**src/rtl/dmem_lsu_pkg.sv**
```systemverilog
// dmem_lsu_pkg: shared encodings for the DMEM load/store unit.
//   - SZ_BYTE/SZ_HALF/SZ_WORD/SZ_ILL : req_size encodings
//   - state_t                        : LSU FSM states (IDLE/RD/WR/RESP)
//   - lane_extend()                  : sign/zero-extend right-aligned lane data
package dmem_lsu_pkg;

  localparam logic [1:0] SZ_BYTE = 2'b00;
  localparam logic [1:0] SZ_HALF = 2'b01;
  localparam logic [1:0] SZ_WORD = 2'b10;
  localparam logic [1:0] SZ_ILL  = 2'b11;

  typedef enum logic [1:0] {
    IDLE = 2'd0,
    RD   = 2'd1,
    WR   = 2'd2,
    RESP = 2'd3
  } state_t;

  // shifted: target lane already moved down to bit 0.
  function automatic logic [31:0] lane_extend(input logic [31:0] shifted,
                                              input logic [1:0]  size,
                                              input logic        uns);
    logic [31:0] r;
    case (size)
      SZ_BYTE: r = {{24{~uns & shifted[7]}},  shifted[7:0]};
      SZ_HALF: r = {{16{~uns & shifted[15]}}, shifted[15:0]};
      default: r = shifted;
    endcase
    return r;
  endfunction

endpackage

```
**src/rtl/dmem_lsu_align.sv**
```systemverilog
// dmem_lsu_align: combinational lane handling for the LSU.
//   size/uns/lane : registered request size, unsigned flag, byte address [1:0]
//   rword         : word read from DMEM
//   wdata         : right-aligned store data
//   ldata         : extracted + extended load data
//   mword         : rword with the target lane(s) replaced by wdata
module dmem_lsu_align
  import dmem_lsu_pkg::*;
(
  input  logic [1:0]  size,
  input  logic        uns,
  input  logic [1:0]  lane,
  input  logic [31:0] rword,
  input  logic [31:0] wdata,
  output logic [31:0] ldata,
  output logic [31:0] mword
);

  logic [4:0] sh;
  assign sh    = {lane, 3'b000};
  assign ldata = lane_extend(rword >> sh, size, uns);

  always_comb begin
    mword = rword;
    case (size)
      SZ_BYTE: mword[sh +: 8] = wdata[7:0];
      // lane[0] is already cleared for halves, so sh is 0 or 16
      SZ_HALF: mword[sh +: 16] = wdata[15:0];
      default: mword = wdata;
    endcase
  end

endmodule

```
**src/rtl/dmem_lsu.sv**
```systemverilog
// dmem_lsu: load/store initiator for the word-wide DMEM.
//   Request side : req_valid/req_ready handshake, req_we, req_size, req_unsigned,
//                  req_addr (byte address), req_wdata (right-aligned)
//   Response side: resp_valid (1-cycle pulse), resp_rdata, resp_err
//   DMEM side    : dmem_ena, dmem_wena, dmem_addr (word), dmem_wdata, dmem_rdata
// Sub-word stores do read-modify-write (RD then WR). Illegal size always errors.
// Config macro LSU_MISALIGN_TRAP_EN: misaligned half/word -> error without DMEM
// access; when undefined, offending low address bits are cleared instead.
module dmem_lsu
  import dmem_lsu_pkg::*;
#(
  parameter int ADDR_W = 5
) (
  input  logic              clk,
  input  logic              rst,
  input  logic              req_valid,
  output logic              req_ready,
  input  logic              req_we,
  input  logic [1:0]        req_size,
  input  logic              req_unsigned,
  input  logic [ADDR_W+1:0] req_addr,
  input  logic [31:0]       req_wdata,
  output logic              resp_valid,
  output logic [31:0]       resp_rdata,
  output logic              resp_err,
  output logic              dmem_ena,
  output logic              dmem_wena,
  output logic [ADDR_W-1:0] dmem_addr,
  output logic [31:0]       dmem_wdata,
  input  logic [31:0]       dmem_rdata
);

  state_t            state, state_nx;
  logic              r_we, r_uns;
  logic [1:0]        r_size;
  logic [ADDR_W+1:0] r_addr;
  logic [31:0]       wr_word;   // store data, then merged word for RMW
  logic [31:0]       ldata, mword;

  logic              accept, size_err, misalign, err_in;
  logic [ADDR_W+1:0] addr_in;

  assign accept   = req_valid && (state == IDLE);
  assign size_err = (req_size == SZ_ILL);
  assign misalign = ((req_size == SZ_HALF) && req_addr[0]) ||
                    ((req_size == SZ_WORD) && (req_addr[1:0] != 2'b00));

`ifdef LSU_MISALIGN_TRAP_EN
  assign err_in  = size_err || misalign;
  assign addr_in = req_addr;
`else
  assign err_in = size_err;
  always_comb begin
    addr_in = req_addr;
    if (req_size == SZ_HALF) addr_in[0]   = 1'b0;
    if (req_size == SZ_WORD) addr_in[1:0] = 2'b00;
  end
`endif

  dmem_lsu_align u_align (
    .size  (r_size),
    .uns   (r_uns),
    .lane  (r_addr[1:0]),
    .rword (dmem_rdata),
    .wdata (wr_word),
    .ldata (ldata),
    .mword (mword)
  );

  always_ff @(posedge clk or posedge rst) begin
    if (rst) begin
      state      <= IDLE;
      r_we       <= 1'b0;
      r_uns      <= 1'b0;
      r_size     <= SZ_BYTE;
      r_addr     <= '0;
      wr_word    <= '0;
      resp_rdata <= '0;
      resp_err   <= 1'b0;
    end else begin
      state <= state_nx;
      if (accept) begin
        r_we       <= req_we;
        r_uns      <= req_unsigned;
        r_size     <= req_size;
        r_addr     <= addr_in;
        wr_word    <= req_wdata;
        resp_rdata <= '0;
        resp_err   <= err_in;
      end
      if (state == RD) begin
        if (r_we) wr_word    <= mword;
        else      resp_rdata <= ldata;
      end
    end
  end

  always_comb begin
    state_nx = state;
    case (state)
      IDLE: if (req_valid) begin
        if (err_in)                            state_nx = RESP;
        else if (!req_we || req_size != SZ_WORD) state_nx = RD;
        else                                   state_nx = WR;
      end
      RD:   state_nx = r_we ? WR : RESP;
      WR:   state_nx = RESP;
      RESP: state_nx = IDLE;
      default: state_nx = IDLE;
    endcase
  end

  assign req_ready  = (state == IDLE);
  assign resp_valid = (state == RESP);
  assign dmem_ena   = (state == RD) || (state == WR);
  assign dmem_wena  = (state == WR);
  assign dmem_addr  = r_addr[ADDR_W+1:2];
  assign dmem_wdata = wr_word;

endmodule

```
**config.mk**
```make
export PLATFORM = sky130hd
export DESIGN_NAME = dmem_lsu
export DESIGN_NICKNAME = d
export VERILOG_FILES = /design/src/rtl/dmem_lsu_pkg.sv /design/src/rtl/dmem_lsu_align.sv /design/src/rtl/dmem_lsu.sv
export SDC_FILE = /design/constraint.sdc
export NUM_CORES = 1
export LEC_CHECK = 0
export ABC_AREA = 1
export CAP_MARGIN = 25
export CORE_ASPECT_RATIO = 0.7
export CORE_MARGIN = 1
export CORE_UTILIZATION = 51
export CTS_CLUSTER_SIZE = 14
export DETAILED_ROUTE_END_ITERATION = 12
export PLACE_DENSITY = 0.82
export SYNTH_ARGS = -nofsm -noshare
export SYNTH_HDL_FRONTEND = slang
export SYNTH_HIERARCHICAL = 1
export SYNTH_SLANG_ARGS = --single-unit
```
**constraint.sdc**
```tcl
create_clock -name clk -period 3.8 [get_ports clk]
set_input_delay 1.14 -clock clk [delete_from_list [all_inputs] [get_ports clk]]
set_output_delay 1.14 -clock clk [all_outputs]
set_load 0.01 [all_outputs]
```
==> flow_summary.toml, run 1 <==
[grt]
antenna_found_initial = 0
grt_first_pass_wirelength_mm = 35.76
track_usage_pct = 35.83
gr-total-overflow = 0
first_global_vias = 6921
grt_max_degree = 51

[worst_setup_path]
worstPathCellList = "inv_1, ha_1, buf_4, clkdlybuf4s50_1"
cp-end-kind = "output port"
r2r_cells = 10
critical_path.max_fanout = 16
crit_type = "reg -> out"
crit_path_max_incr_delay_ns = 0.58
reg2reg_slack_ns = 1.03
crit_buf_inv = 3
critPathLaunchType = "flip-flop"
required_ns = 2.66
path_depth = 4
crit_family = "buffers and inverters"
slowest_stage = "clkdlybuf4s50_1"
crit_arrival_ns = 1.86

[power_and_ir_drop]
p_leak_nw = 4.233
p_total_mw = 7.190
ir_drop_mv = 0.5437
p_per_area_mw_per_mm2 = 883.6

[cells_and_area]
final_net_count = 1280
utilization_pct = 67.95
antenna_cells = 0
fin_cells = 1353
area_growth_pct = 27.09
fill_cells = 1136
drive_above_1_share_pct = 3.846

[place]
dp_cells = 1337
detailed_place_hpwl_mm = 16.74
place_congestion = 0.9629
pre_cts_ws_ns = 0.9205
port-buffer-count = 151

[clock_tree]
cts-buffers-inserted = 9
cts_sinks = 78
clkTransAtPathRegs_ns = 0.06
clock-root-buffer = "clkbuf_16"
cts_resized = 0
cts_hold_buf = 0
htreeDepth = 3
cts_buffer_depth = 2
postCtsSetupBuffers = 0
clkLatencyLatePin_ns = 0.34
cts_tree = "built"

[sta]
grt_setup_unrepaired = "false"
tightest_slew_ns = 1.065
skew_ns = 0.005973
slew_headroom_pct = 28.81
fin_crit_ns = 3.005
setup_viol_count_final = 0
final.setup.worst_slack_ns = 0.7952
period_share_pct = 79.07
hold_viol = 0
fin_setup_tns_ns = 0
fmax_mhz = 332.8
maxSlewViolCount = 0

[detailed_routing]
m1WireLength_mm = 10.60
drt_iter0_markers = 955
via_per_inst = 5.703
drt-pass1-iter-count = 7
wl_mm = 22.78
wl_per_cell_um = 16.84
wl_met3_mm = 2.522
highest_layer = "met4"
wl_met2_mm = 9.246
drc = 0
vias = 7716
ant_nets = 0

[synthesis]
ys.flop_type = "dfrtp_1"
ys_async_sr_fraction_pct = 100.0
ys_types = 25
postSynthCellCount = 1087
muxShareOfSynthArea_pct = 0
synth_edf_count = 0
yosysSeqAreaShare_pct = 30.49
yosysTopAreaCell = "dfrtp_1"
synthTopCellsByArea = "dfrtp_1 30%, nand2_1 26%, nand3_1 12%"
synth-compound-area-share_pct = 10.01
synthXorXnorAreaFrac_pct = 0
synth_nets = 1176
synth_top_family_by_area = "simple AND/OR/NAND/NOR gates"
ys_ff_latch = 78
yosys.area_share.simple_pct = 45.91
yosysWarnings = 6
syn_area_per_cell_um2 = 5.890
yosys.area.top_type_share_pct = 30.49
synth_adder_area_share_pct = 2.150
synthesis.area_mm2 = 0.006402

[die]
num_rows = 33
start_util_pct = 53.47
coreArea_mm2 = 0.01197
die_y_um = 95.74
pin_count = 152
die_area_mm2 = 0.01301
dieWidth_um = 135.9

[run]
drv_cap = 0

[min_path]
holdCritPathClass = "reg -> reg"
min_path_cells = 2

[run_status]
outcome = "finished clean"
==> metal layers <==
layer	GRT usage, %	vias to the layer above
li1	-	3625
met1	53.85	3575
met5	0	-
met3	8.268	44
met4	10.09	0
met2	50.55	472
==> report_power, final <==
group | leakage (nW) | switching, mW | internal, mW
combinational | 3.09 | 2.88 | 1.70
clock | 0.155 | 0.379 | 0.597
sequential | 0.987 | 0.459 | 1.18
total | 4.23 | 3.72 | 3.47
==> worst reg2reg max path: stages, from the launching register on <==
cell and delay, ns:
dfrtp_1 0.40, inv_2 0.37, ha_1 0.77, nand3_2 0.33
inv_1 0.32, nand2_1 0.10, nand2_1 0.07, nand2_1 0.11
nand2_1 0.09, nand2_1 0.06, nand2_1 0.09
==> synthesized netlist by cell type, types with 2 or more instances <==
cell type    n
buf_4       11
buf_6        7
clkbuf_1    15
a21oi_1     58
nor2_1     108
nand2_2      3
ha_1        11
buf_1        2
o21ai_1     20
dfrtp_1     78
nand2_1    443
inv_2        7
inv_1       79
a22oi_1      5
a21boi_1     2
nor2_4       2
o21ai_0     29
buf_2       37
nand3_1    159
a21boi_0     6
==> final timing paths <==
| path | startpoint | end |
|---|---|---|
| min in group asynchronous | rst | r_addr[4]$_DFFE_PP0P_ |
| min reg2reg | r_addr[4]$_DFFE_PP0P_ | r_addr[4]$_DFFE_PP0P_ |
| min | r_addr[4]$_DFFE_PP0P_ | r_addr[4]$_DFFE_PP0P_ |
| max | state[0]$_DFFE_PP0P_ | req_ready |
| max reg2reg | r_addr[0]$_DFFE_PP0P_ | dmem_wdata[3]$_DFF_PP0_ |
| max in group asynchronous | rst | dmem_wdata[8]$_DFF_PP0_ |
==> cells by family after synthesis <==
family,Yosys count
buffers and inverters,158
DFF,78
and+or+nand+nor,719
AOI/OAI and AO/OA,121
adders and majority gates,11
==> stage by stage <==
stage               area (µm²)  hold WS (ns)
finish                    8137        0.4867
global route              8137        0.5152
CTS                       8137        0.4893
detailed placement        7805        0.4709
global placement          7805        0.4646
floorplan                 6402        0.4500
==> layout by cell type, fill, tap and decap left out, drive strengths merged <==
master / n
a21boi: 8
a21oi: 58
a22oi: 5
and2: 1
buf: 14
bufinv: 2
clkbuf: 10
clkdlybuf4s50: 151
clkinv: 1
clkinvlp: 2
dfrtp: 78
ha: 11
inv: 87
nand2: 447
nand3: 160
nor2: 111
o211ai: 1
o21ai: 49
==> layout make-up <==
type | instances | area (µm²) | area share, %
Clock inverter | 6 | 92.59 | 1.138
Sequential cell | 78 | 1952 | 23.99
Inverter | 86 | 322.8 | 3.967
Multi-Input combinational cell | 851 | 3717 | 45.69
Clock buffer | 10 | 239.0 | 2.937
Timing Repair Buffer | 165 | 1617 | 19.87
Tap cell | 157 | 196.4 | 2.414
==> flip-flops by register name, summed over array words and instances (netlist names) <==
name,flops
dmem_wdata,32
resp_rdata,32
r_addr,7
r_size,2
state,2
r_uns,1
r_we,1
resp_err,1
Note: power is estimated with default switching activity, not from simulation.
==> run 2, diff against run 1 <==
==> constraint.sdc (replaced) <==
create_clock -name clk -period 3.11 [get_ports clk]
set_input_delay 0.933 -clock clk [delete_from_list [all_inputs] [get_ports clk]]
set_output_delay 0.933 -clock clk [all_outputs]
set_load 0.01 [all_outputs]
==> run 2 against run 1 <==
Effect of this change:
- sequential power is 16% higher
- clock power is 12% higher
- non-clock buffer count is 7 higher
- sequential cell count stayed put
- via count is 1.1% lower
- critical endpoint is now dmem_wdata[25]$_DFF_PP0_
- largest cell class unchanged
- total power is 21% higher
- clock-buffer cell count stayed put
- largest power group unchanged
- critical path type is now reg -> reg
==> flow_summary.toml, run 2 (synthesis results as in run 1) <==
[die]
start_util_pct = 53.47
pin_count = 152
dieWidth_um = 135.9
coreArea_mm2 = 0.01197
num_rows = 33
die_area_mm2 = 0.01301
die_y_um = 95.74

[power_and_ir_drop]
p_per_area_mw_per_mm2 = 1066
ir_drop_mv = 0.5999
pwr-share-clk_pct = 12.5
seqPwrFrac_pct = 21.7
combPwrFrac_pct = 65.8
p_total_mw = 8.710
power_switching_mw = 4.512
intPower_mw = 4.198
p_leak_nw = 4.251
netSwitchingFraction_pct = 51.80

[detailed_routing]
drc = 0
ant_nets = 0
drt_iter0_markers = 923
wl_per_cell_um = 16.70
drt-pass1-iter-count = 6
vias = 7630
wl_mm = 22.71
via_per_inst = 5.610

[sta]
fin_crit_ns = 2.645
hold_viol = 0
slew_headroom_pct = 49.46
maxSlewViolCount = 0
setup_viol_count_final = 0
fin_setup_tns_ns = 0
fmax_mhz = 378.1
period_share_pct = 85.04
grt_setup_unrepaired = "false"
skew_ns = 0.007769
tightest_slew_ns = 0.7562

[place]
port-buffer-count = 151
detailed_place_hpwl_mm = 16.83
place_congestion = 0.9750

[worst_setup_path]
crit_buf_inv = 3
r2r_cells = 10
crit_arrival_ns = 2.86
crit_path_max_incr_delay_ns = 0.49
critical_path.max_fanout = 29
cp-end-kind = "flip-flop"
crit_type = "reg -> reg"
crit_top_cell = "nand2_1"
required_ns = 3.33
slowest_stage = "o21ai_1"
worstPathCellList = "inv_2, ha_1, buf_4, inv_1, o21ai_1, a21oi_1, nand2_1, nand2_1, nand2_1, o21ai_1"
critPathLaunchType = "flip-flop"
path_depth = 10
crit_family = "buffers and inverters"

[grt]
track_usage_pct = 36.05
first_global_vias = 6643
grtUsageMet2_pct = 51.53
grt_first_pass_wirelength_mm = 35.87
use_met1_pct = 56.67
grt_max_degree = 79
antenna_found_initial = 0
grt_busiest_layer = "met1"
met3_usage_pct = 5.582
gr-total-overflow = 0

[run_status]
outcome = "finished clean"

[clock_tree]
postCtsSetupBuffers = 0
clock-root-buffer = "clkbuf_16"
cts_tree = "built"
cts_hold_buf = 0
cts-buffers-inserted = 9
cts_buffer_depth = 2
cts_sinks = 78
clkLatencyLatePin_ns = 0.34
cts_resized = 0
htreeDepth = 3
clkTransAtPathRegs_ns = 0.07

[cells_and_area]
area_growth_pct = 27.59
regArea_mm2 = 0.001952
fill_cells = 1137
utilization_pct = 68.22
final_net_count = 1287
antenna_cells = 0
final_common_cell = "nand2_1"
multi_input_area_mm2 = 0.003717
final_cell_mix = "443 x nand2_1, 159 x nand3_1, 151 x clkdlybuf4s50_1"
drive_above_1_share_pct = 4.323

[min_path]
min_path_cells = 2
holdCritPathClass = "reg -> reg"

[run]
drv_cap = 0
## run 2: through the flow
step / std cells / hold slack [ns] / setup WS (ns) / instance area [µm²]
finish: 1360 / 0.4884 / 0.4653 / 8169
global route: 1360 / 0.5104 / 0.3213 / 8169
CTS: 1360 / 0.4866 / 0.4640 / 8169
detailed placement: 1344 / 0.4684 / 0.5881 / 7870
global placement: 1344 / 0.4659 / 0.6603 / 7870
floorplan: 1087 / 0.4500 / 0.1820 / 6402
## run 2: area by class of cell
type,count,share of cell area (%)
clock buffers,10,2.803
clock inverters,6,0.8577
inverters,86,3.952
multi-input cells,851,45.50
flip-flops and latches,78,23.89
well taps,157,2.405
repair buffers,172,20.59
## run 2: worst paths after layout
| check | startpoint | endpoint | slack [ns] |
|---|---|---|---|
| worst max-delay path | r_addr[0]$_DFFE_PP0P_ | dmem_wdata[25]$_DFF_PP0_ | 0.47 |
| worst min-delay path | r_addr[5]$_DFFE_PP0P_ | r_addr[5]$_DFFE_PP0P_ | 0.49 |
| worst max register to register | r_addr[0]$_DFFE_PP0P_ | dmem_wdata[25]$_DFF_PP0_ | 0.47 |
| worst min register to register | r_addr[5]$_DFFE_PP0P_ | r_addr[5]$_DFFE_PP0P_ | 0.49 |
| max in group asynchronous | rst | dmem_wdata[4]$_DFF_PP0_ | 1.77 |
| min in group asynchronous | rst | r_addr[4]$_DFFE_PP0P_ | 1.00 |
## run 2: power groups by stage
stage	Clock, mW	Combinational, mW	Sequential, mW
after floorplan	0	3.65	1.94
after global placement	0	5.54	1.88
after detailed placement	0	5.59	1.88
after CTS	1.10	5.62	1.87
after global routing	1.15	6.34	1.94
final	1.09	5.73	1.89
## run 2: worst min-delay path, cell delays in order, from the launching register on
cell and delay, ns:
dfrtp_1 0.35, nand2_1 0.06, nand2_1 0.05
## run 2: metal layers
| layer | vias up | routed length [µm] |
|---|---|---|
| li1 | 3643 | - |
| met1 | 3496 | 10790 |
| met3 | 31 | 2518 |
| met2 | 460 | 9166 |
| met4 | 0 | 236 |
| met5 | - | 0 |
==> run 3, diff against run 2 <==
--- a/config.mk
+++ b/config.mk
@@ -7,9 +7,10 @@
 export LEC_CHECK = 0
 export ABC_AREA = 1
 export CAP_MARGIN = 25
-export CORE_ASPECT_RATIO = 0.7
+export CORE_ASPECT_RATIO = 1.25
 export CORE_MARGIN = 1
 export CORE_UTILIZATION = 51
+export CTS_CLUSTER_DIAMETER = 40
 export CTS_CLUSTER_SIZE = 14
 export DETAILED_ROUTE_END_ITERATION = 12
 export PLACE_DENSITY = 0.82
==> run 3 against run 2 <==
Effect of this change:
- sequential cell count unchanged
- worst setup slack gained 0.0083 ns
- sequential power rose by 4%
- clock skew up 0.0036 ns
==> flow_summary.toml, run 3 (synthesis results as in run 1) <==
[sta]
skew_ns = 0.01139
hold_viol = 0
maxSlewViolCount = 0
tightest_slew_ns = 0.7883
fin_setup_tns_ns = 0
final.setup.worst_slack_ns = 0.4736
fin_crit_ns = 2.636
grt_setup_unrepaired = "false"
fmax_mhz = 379.3
slew_headroom_pct = 47.25
setup_viol_count_final = 0
period_share_pct = 84.77

[detailed_routing]
drt_iter0_markers = 609
vias = 7398
ant_nets = 0
wl_met2_mm = 10.74
via_per_inst = 5.428
drc = 0
wl_per_cell_um = 16.19
drt-pass1-iter-count = 6
wl_mm = 22.07
wl_met3_mm = 1.418
m1WireLength_mm = 8.858
highest_layer = "met4"

[power_and_ir_drop]
p_total_mw = 8.505
ir_drop_mv = 0.4924
p_leak_nw = 4.234
intPower_mw = 4.093
power_switching_mw = 4.412
p_per_area_mw_per_mm2 = 1044
seqPwrFrac_pct = 23.1
combPwrFrac_pct = 65.0
netSwitchingFraction_pct = 51.87
pwr-share-clk_pct = 11.9

[cells_and_area]
regArea_mm2 = 0.001952
multi_input_area_mm2 = 0.003717
fin_cells = 1363
final_cell_mix = "443 x nand2_1, 159 x nand3_1, 151 x clkdlybuf4s50_1"
final_common_cell = "nand2_1"
utilization_pct = 66.69
final_net_count = 1283
antenna_cells = 0
drive_above_1_share_pct = 4.087
area_growth_pct = 27.26
fill_cells = 1183

[clock_tree]
postCtsSetupBuffers = 0
clkLatencyLatePin_ns = 0.34
cts_buffer_depth = 2
cts_hold_buf = 0
clock-root-buffer = "clkbuf_16"
cts-buffers-inserted = 9
cts_sinks = 78
clkTransAtPathRegs_ns = 0.07
cts_tree = "built"
cts_resized = 0
htreeDepth = 3

[worst_setup_path]
required_ns = 2.18
crit_type = "reg -> out"
critical_path.max_fanout = 4
crit_arrival_ns = 1.70
critPathLaunchType = "flip-flop"
cp-end-kind = "output port"

[die]
dieWidth_um = 102.2
num_rows = 45
die_area_mm2 = 0.01301
start_util_pct = 52.40
die_y_um = 127.3
coreArea_mm2 = 0.01222
pin_count = 152

[place]
port-buffer-count = 151
detailed_place_hpwl_mm = 16.37
dp_cells = 1346
place_congestion = 0.9598
pre_cts_ws_ns = 0.6606

[grt]
gr-total-overflow = 0
first_global_vias = 6727
antenna_found_initial = 0
grt_max_degree = 51
track_usage_pct = 34.37
grt_first_pass_wirelength_mm = 34.42

[run]
drv_cap = 0

[min_path]
holdCritPathClass = "reg -> reg"

[run_status]
outcome = "finished clean"
[run 3: cell count changes in the layout (fill, tap and decap cells not counted)]
cell       delta
buf_16        +1
buf_4         -5
bufinv_16     -1
clkbuf_1      -1
clkinv_2      +1
clkinv_4      -1
inv_6         +2
[run 3: area by class of cell]
type | instances | area share (%)
clock buffers | 9 | 2.764
clock inverters | 7 | 0.6603
inverters | 86 | 3.962
multi-input cells | 851 | 45.62
flip-flops and latches | 78 | 23.96
well taps | 164 | 2.518
repair buffers | 168 | 20.52
[run 3: stage by stage]
step / cell area, µm² / hold WS (ns)
after floorplan: 6402 / 0.4500
after global placement: 7841 / 0.4600
after detailed placement: 7841 / 0.4648
after CTS: 8120 / 0.4826
after global routing: 8148 / 0.5001
final: 8148 / 0.4781
[run 3: power by group through the flow]
stage | logic (mW) | registers (mW) | clock network, mW
final | 5.53 | 1.96 | 1.01
after global placement | 5.32 | 1.96 | 0
after global routing | 6.12 | 2.01 | 1.07
after detailed placement | 5.39 | 1.97 | 0
after CTS | 5.42 | 1.96 | 1.02
after floorplan | 3.65 | 1.94 | 0
[run 3: path summary, 6_finish.rpt]
check,from,to,slack [ns],cells past startpoint
max,state[0]$_DFFE_PP0P_,dmem_ena,0.47,3
min,r_addr[3]$_DFFE_PP0P_,r_addr[3]$_DFFE_PP0P_,0.48,2
max reg2reg,r_addr[1]$_DFFE_PP0P_,dmem_wdata[25]$_DFF_PP0_,0.67,10
min reg2reg,r_addr[3]$_DFFE_PP0P_,r_addr[3]$_DFFE_PP0P_,0.48,2
max in group asynchronous,rst,dmem_wdata[3]$_DFF_PP0_,1.48,3
min in group asynchronous,rst,r_addr[6]$_DFFE_PP0P_,0.89,2
[run 3: layer usage]
| metal | GRT usage, % | vias to the layer above |
|---|---|---|
| met4 | 17.23 | 0 |
| met2 | 57.80 | 347 |
| met3 | 5.088 | 59 |
| met1 | 42.40 | 3361 |
| met5 | 0 | - |
| li1 | - | 3631 |
[run 3: critical path, cell delays in order (launching register included)]
cell	delay, ns
dfrtp_1	0.41
inv_1	0.10
ha_1	0.31
clkdlybuf4s50_1	0.54
